[src/rtl/core_cache_bus_arbiter.sv]
// Two-port cache refill bus arbiter: grants whole burst transactions (address,
// data, response) to icache (port 0) or dcache (port 1) over one downstream bus.
module core_cache_bus_arbiter #(
    parameter int ADDR_WIDTH      = 32,
    parameter int DATA_WIDTH      = 32,
    parameter int LEN_WIDTH       = 8,
    parameter int DCACHE_PRIORITY = 0
) (
    input  logic                                  clk,
    input  logic                                  rst_n,
    input  logic [1:0]                            m_req_valid_i,
    output logic [1:0]                            m_req_ready_o,
    input  logic [1:0][ADDR_WIDTH-1:0]            m_req_addr_i,
    input  logic [1:0]                            m_req_write_i,
    input  logic [1:0][LEN_WIDTH-1:0]             m_req_len_i,
    input  logic [1:0]                            m_wvalid_i,
    output logic [1:0]                            m_wready_o,
    input  logic [1:0][DATA_WIDTH-1:0]            m_wdata_i,
    input  logic [1:0][DATA_WIDTH/8-1:0]          m_wstrb_i,
    output logic [1:0]                            m_rvalid_o,
    output logic [1:0]                            m_rlast_o,
    output logic [DATA_WIDTH-1:0]                 m_rdata_o,
    output logic [1:0]                            m_bvalid_o,
    output logic                                  s_req_valid_o,
    input  logic                                  s_req_ready_i,
    output logic [ADDR_WIDTH-1:0]                 s_req_addr_o,
    output logic                                  s_req_write_o,
    output logic [LEN_WIDTH-1:0]                  s_req_len_o,
    output logic                                  s_wvalid_o,
    input  logic                                  s_wready_i,
    output logic [DATA_WIDTH-1:0]                 s_wdata_o,
    output logic [DATA_WIDTH/8-1:0]               s_wstrb_o,
    output logic                                  s_wlast_o,
    input  logic                                  s_rvalid_i,
    input  logic                                  s_rlast_i,
    input  logic [DATA_WIDTH-1:0]                 s_rdata_i,
    input  logic                                  s_bvalid_i,
    output logic [1:0]                            grant_o,
    output logic                                  busy_o,
    output logic                                  protocol_err_o
);

    typedef enum logic [2:0] {
        S_IDLE,
        S_ADDR,
        S_WDATA,
        S_WRESP,
        S_RDATA
    } state_t;

    state_t               r_state;
    state_t               w_next;
    logic                 r_owner;
    logic                 r_last_grant;
    logic [LEN_WIDTH-1:0] r_cnt;
    logic                 r_err;
    logic                 w_sel;
    logic                 w_cnt_zero;
    logic                 w_whs;

    assign w_cnt_zero = (r_cnt == '0);
    assign w_whs      = m_wvalid_i[r_owner] & s_wready_i;

    // Tie-break: fixed dcache priority, otherwise the port not granted last.
    always_comb begin
        if (m_req_valid_i == 2'b11) begin
            w_sel = (DCACHE_PRIORITY != 0) ? 1'b1 : ~r_last_grant;
        end else begin
            w_sel = m_req_valid_i[1];
        end
    end

    always_comb begin
        w_next = r_state;
        case (r_state)
            S_IDLE:  if (|m_req_valid_i) w_next = S_ADDR;
            S_ADDR:  if (s_req_ready_i) w_next = m_req_write_i[r_owner] ? S_WDATA : S_RDATA;
            S_WDATA: if (w_whs && w_cnt_zero) w_next = S_WRESP;
            S_WRESP: if (s_bvalid_i) w_next = S_IDLE;
            S_RDATA: if (s_rvalid_i && s_rlast_i) w_next = S_IDLE;
            default: w_next = S_IDLE;
        endcase
    end

    always_ff @(posedge clk or negedge rst_n) begin
        if (!rst_n) begin
            r_state      <= S_IDLE;
            r_owner      <= 1'b0;
            r_last_grant <= 1'b1;
            r_cnt        <= '0;
            r_err        <= 1'b0;
        end else begin
            r_state <= w_next;
            case (r_state)
                S_IDLE: begin
                    if (|m_req_valid_i) r_owner <= w_sel;
                end
                S_ADDR: begin
                    if (s_req_ready_i) begin
                        r_last_grant <= r_owner;
                        r_cnt        <= m_req_len_i[r_owner];
                    end
                end
                S_WDATA: begin
                    if (w_whs && !w_cnt_zero) r_cnt <= r_cnt - 1'b1;
                end
                S_RDATA: begin
                    // Counter saturates at zero; a surplus beat is flagged, not wrapped.
                    if (s_rvalid_i) begin
                        if (!w_cnt_zero) r_cnt <= r_cnt - 1'b1;
                        if (s_rlast_i != w_cnt_zero) r_err <= 1'b1;
                    end
                end
                default: ;
            endcase
        end
    end

    always_comb begin
        m_req_ready_o  = '0;
        m_wready_o     = '0;
        m_rvalid_o     = '0;
        m_rlast_o      = '0;
        m_rdata_o      = '0;
        m_bvalid_o     = '0;
        s_req_valid_o  = 1'b0;
        s_req_addr_o   = '0;
        s_req_write_o  = 1'b0;
        s_req_len_o    = '0;
        s_wvalid_o     = 1'b0;
        s_wdata_o      = '0;
        s_wstrb_o      = '0;
        s_wlast_o      = 1'b0;
        grant_o        = '0;
        busy_o         = (r_state != S_IDLE);
        protocol_err_o = r_err;
        if (r_state != S_IDLE) grant_o[r_owner] = 1'b1;
        case (r_state)
            S_ADDR: begin
                s_req_valid_o          = 1'b1;
                s_req_addr_o           = m_req_addr_i[r_owner];
                s_req_write_o          = m_req_write_i[r_owner];
                s_req_len_o            = m_req_len_i[r_owner];
                m_req_ready_o[r_owner] = s_req_ready_i;
            end
            S_WDATA: begin
                s_wvalid_o          = m_wvalid_i[r_owner];
                s_wdata_o           = m_wdata_i[r_owner];
                s_wstrb_o           = m_wstrb_i[r_owner];
                s_wlast_o           = w_cnt_zero;
                m_wready_o[r_owner] = s_wready_i;
            end
            S_WRESP: begin
                m_bvalid_o[r_owner] = s_bvalid_i;
            end
            S_RDATA: begin
                m_rvalid_o[r_owner] = s_rvalid_i;
                m_rlast_o[r_owner]  = s_rlast_i;
                m_rdata_o           = s_rdata_i;
            end
            default: ;
        endcase
    end

endmodule

[config.mk]
export PLATFORM = sky130hd
export DESIGN_NAME = core_cache_bus_arbiter
export DESIGN_NICKNAME = d
export VERILOG_FILES = /design/src/rtl/core_cache_bus_arbiter.sv
export SDC_FILE = /design/constraint.sdc
export NUM_CORES = 1
export LEC_CHECK = 0
export BUFFER_PORTS_ARGS = -buffer_cell sky130_fd_sc_hd__buf_4
export CORE_AREA = 2 2 124 126
export DETAILED_ROUTE_END_ITERATION = 10
export DIE_AREA = 0 0 126 128
export SETUP_SLACK_MARGIN = 0.1
export SKIP_LAST_GASP = 1
export SYNTH_ARGS = -nofsm -noshare
export SYNTH_HDL_FRONTEND = slang
export SYNTH_SLANG_ARGS = --single-unit
[constraint.sdc]
create_clock -name clk -period 4.7 [get_ports clk]
set_input_delay 0.235 -clock clk [delete_from_list [all_inputs] [get_ports clk]]
set_output_delay 0.235 -clock clk [all_outputs]
set_load 0.005 [all_outputs]
[Yosys cells after proc, flatten, opt, wreduce, memory -nomap -nowiden]
Index checks and enable logic that the tools add are counted.
Storage, ports and cells
  memory bits (read-only): 0
  memories kept: 0
  bits of input ports: 197
  register bits after elaboration: 14
  RAM bits: 0
  latch bits: 0
  logic and storage cells: 86
Cells by class
  reductions and logical operators: 15
  mux-type cells: 42
  $lt $le $gt $ge: 2
  bitwise logic cells: 7
  multipliers: 0
  div/mod/pow operators: 0
  shift-type cells: 0
  add/subtract/negate cells: 1
  equality and inequality tests: 14
Operators with widths (number)
  32-bit two-way mux: 7
  8-bit two-way mux: 7
  8-bit one-hot mux with 3 select lines: 1
  3-bit two-way mux: 6
  2-bit != test (second input constant): 8
  3-bit one-hot mux with 5 select lines: 1
  2-bit two-way mux: 6
  4-bit two-way mux: 3
  2-bit bitwise AND: 5
  1-bit two-way mux: 10
  5-bit AND reduction: 2
  8-bit zero test: 1
  8-bit by 1-bit subtractor with 8-bit output (second input constant): 1
  3-bit by 2-bit equality test with 1-bit output (second input constant): 2
  3-bit nonzero test: 2
  1-bit logical AND: 4
  2-bit AND reduction: 2
  3-bit by 1-bit equality test with 1-bit output (second input constant): 1
  3-bit equality test (second input constant): 1
  3-bit zero test: 1
  3-bit AND reduction: 1
  2-bit equality test (second input constant): 1
  1-bit by 2-bit < comparator with 1-bit output (second input constant): 1
  2-bit OR reduction: 1
  other kinds (6): 6

[Depth between registers and ports, before layout]
Gate-level depths: netlist of the first run.
  depth in word-level cells: 6
  depth in mapped cells: 6
  mapped depth without buffers: 6

[Worst setup path before layout of the first run]
No wires, ideal clock.
  path kind: reg2reg
  from: register r_cnt[0]
  to: register r_cnt[2]
  stages on the path, launching flop included: 7
  arrival: 1.668 ns
  path slack: 2.906 ns
  cell sequence: dfrtp_1 -> inv_1 -> ha_1 -> or3b_2 -> o211ai_4 -> a22oi_4 -> a221o_1
Between the ends
  cells in the longest elaborated chain, start to end: 5
Ends and longest elaborated chain
  start, declared: line 55  | logic [LEN_WIDTH-1:0] r_cnt;
  start signal, assigned: line 101  | r_cnt <= m_req_len_i[r_owner];
  start signal, assigned: line 105  | if (w_whs && !w_cnt_zero) r_cnt <= r_cnt - 1'b1;
  start signal, assigned: line 110  | if (!w_cnt_zero) r_cnt <= r_cnt - 1'b1;
  branches (longest 5 deep; another with 8-bit by 1-bit subtractor with 8-bit output)
Several ways; the timed one is not identified. The select of a mux whose other input is x is not followed.
A chain may end at the register's enable or synchronous reset.

[Worst setup path after layout of the first run]
  from: register r_state[0]
  to: output m_req_ready_o[1]
Between the ends
  cells in the longest elaborated chain, start to end: 2
Ends and longest elaborated chain
  start, declared: line 51  | state_t r_state;
  start signal, assigned: line 93  | r_state <= w_next;
  3-bit by 1-bit equality test with 1-bit output: line 138  | case (r_state)
  2-bit two-way mux: line 138
  end, declared: line 12  | output logic [1:0] m_req_ready_o,
Every way passes these cells.

==> summary.md, run 1 <==
| Metric | Value |
|---|---|
| Fin nets | `852` |
| Total congestion overflow | `0` |
| Clk_skew | `0.472 ps` |
| Port Buffers | `322` |
| Final hold vios | `0` |
| DR pass1 iterations | `4` |
| Initial Util | `0.174` |
| Die height | `128 um` |
| Setup Fix Bufs, Post-CTS | `0` |
| Fraction of layout cells with a size suffix above 1 | `0.540` |
| Vias/cell | `4.29` |
| Setup TNS | `0 ps` |
| Avg Cell Area, Syn | `7.47 um^2` |
| CP Launch Type | `flip-flop` |
| Setup CP Type | `reg2out` |
| RePlAce Congestion | `0.821` |
| Fin util | `0.352` |
| Synth Register Bits | `14` |
| Outcome | `complete, no violations` |
| Unique cell type count in the Yosys netlist | `56` |
| DRC errors left | `0` |
| Die W | `126 um` |
| Slew @ Worst Pin | `705 ps` |
| Routed wire length per instance | `14.8 um` |
| Critical path peak fanout | `33` |
| H-tree levels | `1` |
| Fin crit period | `2510 ps` |
| N_diodes | `0` |
| Setup violations, final | `0` |
| Worst-skew pair later-pin latency | `250 ps` |
| Syn Nets | `545` |
| FFs w/ async S/R, synth | `1.00` |
| Worst Path Arrival | `2270 ps` |
| Yosys warnings | `0` |
| Die ar. | `16,100 um^2` |
| Seq/Total Area, Yosys | `0.136` |
| MaxCap Viol Count | `0` |
| Slew Viols, Final | `0` |
| Unrepaired setup endpoints after global routing | `no` |
| Sinks on Clock Net | `14` |
| Antenna Nets Post-Route | `0` |
| GRT Util Overall | `0.135` |
| Register clock-pin slew on the reported worst setup and hold paths | `50 ps` |
| VDD IR max | `0.155 mV` |
| Cells after Synth | `346` |
| Hold Crit Depth | `2` |
| Fmax | `399 MHz` |
| Area growth from synthesis to layout | `102%` |
| Final worst-path cycle share | `0.533` |
| Pin count of the biggest net entering global routing | `40` |
| Rel. slew slack | `0.528` |
| Area after DPL | `5130 um^2` |
| Initial drt markers | `139` |
| Most frequent cells in the layout | `327 x buf_4, 89 x nor2_1, 79 x mux2i_1` |
| Pwr dens | `420 nW/um^2` |
| Leakage power | `2.89 nW` |
| Setup slack, reg-to-reg | `2510 ps` |
| DP Wirelength | `10.4 mm` |
| Global-route wire length before repair | `17.5 mm` |
| Most common cell after layout, fill and taps aside | `buf_4` |
| HP Class | `in2reg` |
| Vias in the first global route | `3,230` |
| CP required | `4470 ps` |
| CTS Buffer Depth | `2` |
| Antenna violations before repair | `0` |
| Hold path startpoint | `m_req_valid_i[1]` |
| R2R cell count | `4` |
| Site Rows | `45` |
| Post-synth EDFFs | `0` |
| Worst R2R End | `r_state[0]$_DFFE_PN0P_` |
| Core box area | `14,900 um^2` |
| Most used DFF post-synth | `dfrtp_1` |
| Root Buffer | `clkbuf_16` |
| Worst setup EP type | `output port` |
| Origin of the critical flop-to-flop path | `r_owner$_DFFE_PN0P_` |
| Synthesized area | `2590 um^2` |
| Total CTS buffers | `3` |
| Routed vias | `3,607` |
| Io pins | `323` |
| Final Instance Area | `5230 um^2` |
| Worst Hold End | `r_owner$_DFFE_PN0P_` |
| CP Launch Point | `r_state[0]$_DFFE_PN0P_` |
| CTS tree | `done` |
| DRT Wirelength | `12.5 mm` |
[stage by stage]
step           hold slack [ps]  setup WS [ps]  cells  power [mW]
2_1_floorplan            -60.6           2910    346        1.31
3_3_place_gp               107           2480    835        2.02
3_5_place_dp               108           2450    835        2.02
4_1_cts                    249           2170    840        2.22
5_1_grt                    264           1980    840        2.36
6_report                   249           2190    840        2.20
[worst max-delay path by stage]
stage	end
global route	m_req_ready_o[0]
global placement	s_req_write_o
detailed placement	s_req_write_o
finish	m_req_ready_o[1]
floorplan	r_cnt[2]$_DFFE_PN0P_
CTS	s_req_write_o
[timing repair]
action                                  in CTS  in global routing
gates resized for setup                      0                  0
hold buffers                                 1                  0
endpoints found under the hold margin       13                  0
endpoints found under the setup margin       0                  0
[cell usage after synthesis (all sizes together), types with 2 or more instances]
library cell	instances	area, um^2
xor2	2	17.5
nor3b	3	27.5
mux2i	79	791
o31ai	4	30.0
o22ai	2	12.5
nor3	5	25.0
and3	5	31.3
buf	12	62.6
nand2	16	62.6
nand3	2	10.0
o21ai	6	30.0
dfrtp	13	325
clkbuf	14	92.6
o221ai	2	17.5
mux2	4	45.0
a22oi	3	36.3
inv	10	37.5
a221o	4	41.3
a21o	4	32.5
nor2	89	334
a21oi	4	20.0
ha	2	25.0
nor2b	2	12.5
o211ai	3	36.3
and2	33	206
or2	2	12.5
nand3b	2	15.0
[metal layers]
metal	GRT usage	vias up	share of wire
met5	0	-	0
met4	0.0265	0	0.013
met3	0.0292	8	0.075
met2	0.235	177	0.50
met1	0.174	1610	0.41
li1	-	1812	-
[worst max-delay path, cell delays in order (launching register included)]
cell and delay, ps:
dfrtp_1 720, nand2_1 440, buf_4 380, inv_1 140
and3_1 200, buf_4 140
[where the power goes]
group          internal [mW]  switching (mW)  total (mW)  leakage [nW]
Clock                  0.130          0.0613       0.191        0.0442
Combinational          0.882           0.772        1.65          2.68
Sequential             0.186           0.163       0.350         0.164
[cells by family after synthesis]
kind of cell             count (synthesis)  synth area share
AND/OR/NAND/NOR                        168             0.314
flip-flops                              14             0.136
multiplexers                            83             0.323
buffers and inverters                   36            0.0745
XOR/XNOR                                 3            0.0102
adder cells (fa/ha/maj)                  2           0.00967
AO/OA/AOI/OAI                           40             0.132
[registers in the layout, indices dropped and copies added (netlist names)]
name,count
r_cnt,8
r_state,3
protocol_err_o,1
r_last_grant,1
r_owner,1
[layout make-up]
class,instances,area [um^2]
Sequential cell,14,355
Multi-Input combinational cell,296,2050
Inverter,10,37.5
Tap cell,188,235
Fill cell,1609,9640
Clock buffer,4,88.8
Timing Repair Buffer,328,2460
Power figures use the tool's default switching activity.
==> inputs of run 2 (changes only) <==
--- a/config.mk
+++ b/config.mk
@@ -5,10 +5,11 @@
 export SDC_FILE = /design/constraint.sdc
 export NUM_CORES = 1
 export LEC_CHECK = 0
+export ABC_AREA = 1
 export BUFFER_PORTS_ARGS = -buffer_cell sky130_fd_sc_hd__buf_4
-export CORE_AREA = 2 2 124 126
+export CORE_AREA = 2 2 125 127
 export DETAILED_ROUTE_END_ITERATION = 10
-export DIE_AREA = 0 0 126 128
+export DIE_AREA = 0 0 127 129
 export SETUP_SLACK_MARGIN = 0.1
 export SKIP_LAST_GASP = 1
 export SYNTH_ARGS = -nofsm -noshare
==> constraint.sdc (replaced) <==
create_clock -name clk -period 2.5 [get_ports clk]
set_input_delay 0.125 -clock clk [delete_from_list [all_inputs] [get_ports clk]]
set_output_delay 0.125 -clock clk [all_outputs]
set_load 0.005 [all_outputs]
==> summary.md, run 2 <==
| Metric | Value |
|---|---|
| Outcome | `complete, no violations` |
| Worst Path Arrival | `1970 ps` |
| Root Buffer | `clkbuf_16` |
| Antenna Nets Post-Route | `0` |
| FFs w/ async S/R, synth | `1.00` |
| Initial drt markers | `224` |
| Most Frequent Cell on Critical Path | `inv_2` |
| Fin worst setup slack | `407 ps` |
| Syn Nets | `712` |
| Setup violations, final | `0` |
| Die W | `127 um` |
| CTS tree | `done` |
| Vias in the first global route | `3,946` |
| HP Class | `in2reg` |
| Routed wire length per instance | `14.4 um` |
| Setup CP Type | `reg2out` |
| Switching power | `2.20 mW` |
| Io pins | `323` |
| Post-synth top area share | `0.308` |
| Pin count of the biggest net entering global routing | `86` |
| Register clock-pin slew on the reported worst setup and hold paths | `50 ps` |
| DP Wirelength | `11.7 mm` |
| Most used DFF post-synth | `dfrtp_1` |
| Critical path peak fanout | `31` |
| Setup TNS | `0 ps` |
| Worst-skew pair later-pin latency | `240 ps` |
| Fin crit period | `2090 ps` |
| FILL cells | `1,652` |
| Yosys warnings | `0` |
| Sw Share | `0.524` |
| Most common cell after layout, fill and taps aside | `buf_4` |
| Fin cells | `1,005` |
| Cells after Synth | `513` |
| GRT Util Overall | `0.159` |
| Port Buffers | `322` |
| Total congestion overflow | `0` |
| Die height | `129 um` |
| CP required | `2380 ps` |
| Max FFs per register | `8` |
| Global-route wire length before repair | `20.8 mm` |
| Synthesized area | `2550 um^2` |
| MaxCap Viol Count | `0` |
| Top flop regs | `r_cnt x8, r_state x3` |
| DRC errors left | `0` |
| Sinks on Clock Net | `14` |
| Sequential share of power | `0.110` |
| Clk pwr share | `0.080` |
| Crit path largest cell delay | `440 ps` |
| Site Rows | `45` |
| DRT Wirelength | `14.4 mm` |
| Final total power | `4.21 mW` |
| Clk_skew | `0.505 ps` |
| Vias/cell | `4.24` |
| Fraction of layout cells with a size suffix above 1 | `0.447` |
| Synth area leaders | `nand2_1 31%, a21oi_1 13%, dfrtp_1 13%, nor2_1 8.5%, inv_1 8.2%` |
| Die ar. | `16,400 um^2` |
| Commonest cells in the netlist | `209 x nand2_1, 68 x a21oi_1, 58 x nor2_1` |
| CTS Buffer Depth | `2` |
| Fin nets | `1,017` |
| Biggest register | `r_cnt` |
| CP Launch Type | `flip-flop` |
| Unrepaired setup endpoints after global routing | `no` |
| Hold slack | `175 ps` |
| Placed Instances | `1,000` |
| Final hold vios | `0` |
| Fmax | `478 MHz` |
| Pwr dens | `803 nW/um^2` |
| Area leader, netlist | `nand2_1` |
| Seq/Total Area, Yosys | `0.138` |
| CP top delay family | `buffers and inverters` |
| Final worst-path cycle share | `0.837` |
| Area growth from synthesis to layout | `105%` |
| Initial Util | `0.170` |
| Comb pwr share | `0.811` |
| Routed vias | `4,263` |
| Post-synth EDFFs | `0` |
| Pint | `2.00 mW` |
| Slew Viols, Final | `0` |
| RePlAce Congestion | `0.831` |
| CP Cell Sequence | `inv_2, nand2_1, nor2_2, inv_2, a21oi_1, buf_4` |
| Most frequent cell after synthesis | `nand2_1` |
| H-tree levels | `1` |
| VDD IR max | `0.340 mV` |
| Critical-path top delay cell | `a21oi_1` |
| Avg Cell Area, Syn | `4.97 um^2` |
| Total CTS buffers | `3` |
| Rel. slew slack | `0.474` |
| DR pass1 iterations | `5` |
| Most frequent cells in the layout | `326 x buf_4, 209 x nand2_1, 68 x a21oi_1` |
| Antenna violations before repair | `0` |
| Unique cell type count in the Yosys netlist | `31` |
| Leakage power | `3.06 nW` |
| Buf/Inv on CP | `3` |
| Pre-CTS setup slack | `659 ps` |
| N_diodes | `0` |
| Synth Register Bits | `14` |
| Core box area | `15,000 um^2` |
| Worst setup EP type | `output port` |
| Slew @ Worst Pin | `787 ps` |
==> run 2: changes by cell type after synthesis, sizes merged, moves of 25 or more <==
cell,delta
nand2,+198
mux2i,-76
a21oi,+64
inv,+55
and2,-33
nor2,-25
==> run 2: worst min-delay path: cells and delay by family <==
family	cells	cell delay [ps]
simple gates	1	70
buf+inv	1	120
compound gates	1	60
==> run 2: final timing paths <==
| path | from | end | slack, ps | cells past startpoint |
|---|---|---|---|---|
| min in group asynchronous | rst_n | r_cnt[1]$_DFFE_PN0P_ | 260 | 2 |
| max in group asynchronous | rst_n | r_last_grant$_DFFE_PN1P_ | 1990 | 2 |
| max | r_state[2]$_DFFE_PN0P_ | s_req_addr_o[23] | 410 | 6 |
| max reg2reg | r_state[0]$_DFFE_PN0P_ | r_cnt[2]$_DFFE_PN0P_ | 760 | 8 |
| min | s_rvalid_i | protocol_err_o$_DFFE_PN0P_ | 170 | 3 |
| min reg2reg | r_cnt[1]$_DFFE_PN0P_ | r_cnt[1]$_DFFE_PN0P_ | 470 | 2 |
==> run 2: cells by family after synthesis <==
| logic type | Yosys count | share of synthesized area |
|---|---|---|
| DFF | 14 | 0.138 |
| and+or+nand+nor | 311 | 0.509 |
| muxes | 3 | 0.0118 |
| buffers and inverters | 94 | 0.148 |
| AOI/OAI and AO/OA | 89 | 0.184 |
| adders and majority gates | 2 | 0.00981 |
==> run 2: layout make-up <==
| cell class | count | area, um^2 | share of cell area |
|---|---|---|---|
| clock buffer | 4 | 88.8 | 0.0169 |
| inverter | 65 | 244 | 0.0466 |
| multi-input combinational | 405 | 1820 | 0.348 |
| sequential | 14 | 353 | 0.0673 |
| tap | 188 | 235 | 0.0449 |
| timing repair buffer | 329 | 2500 | 0.476 |
==> run 2: power by group through the flow <==
stage	clock, mW	combinational [mW]	sequential, mW
after CTS	0.344	3.47	0.459
after detailed placement	0	3.46	0.461
after global placement	0	3.46	0.457
after global routing	0.354	3.81	0.477
final	0.336	3.41	0.461
after floorplan	0	1.89	0.431
==> run 2: what timing repair did <==
action | CTS | global route
buffers inserted | 0 | 0
hold buffers | 1 | 0
gates resized for setup | 0 | 0
endpoints found under the hold margin | 14 | 0
==> run 2: per-layer routing <==
metal,part of all wire,vias up,GRT usage,routed length (um)
met5,0,-,0,0
li1,-,2182,-,-
met3,0.085,14,0.0349,1220
met2,0.49,205,0.280,7060
met1,0.41,1862,0.203,5930
met4,0.015,0,0.0259,223
==> run 2: stage by stage <==
step,cell area [um^2],utilization
after floorplan,2550,-
after CTS,5240,0.350
after global routing,5240,0.350
after global placement,5140,0.343
final,5240,0.350
after detailed placement,5140,0.343
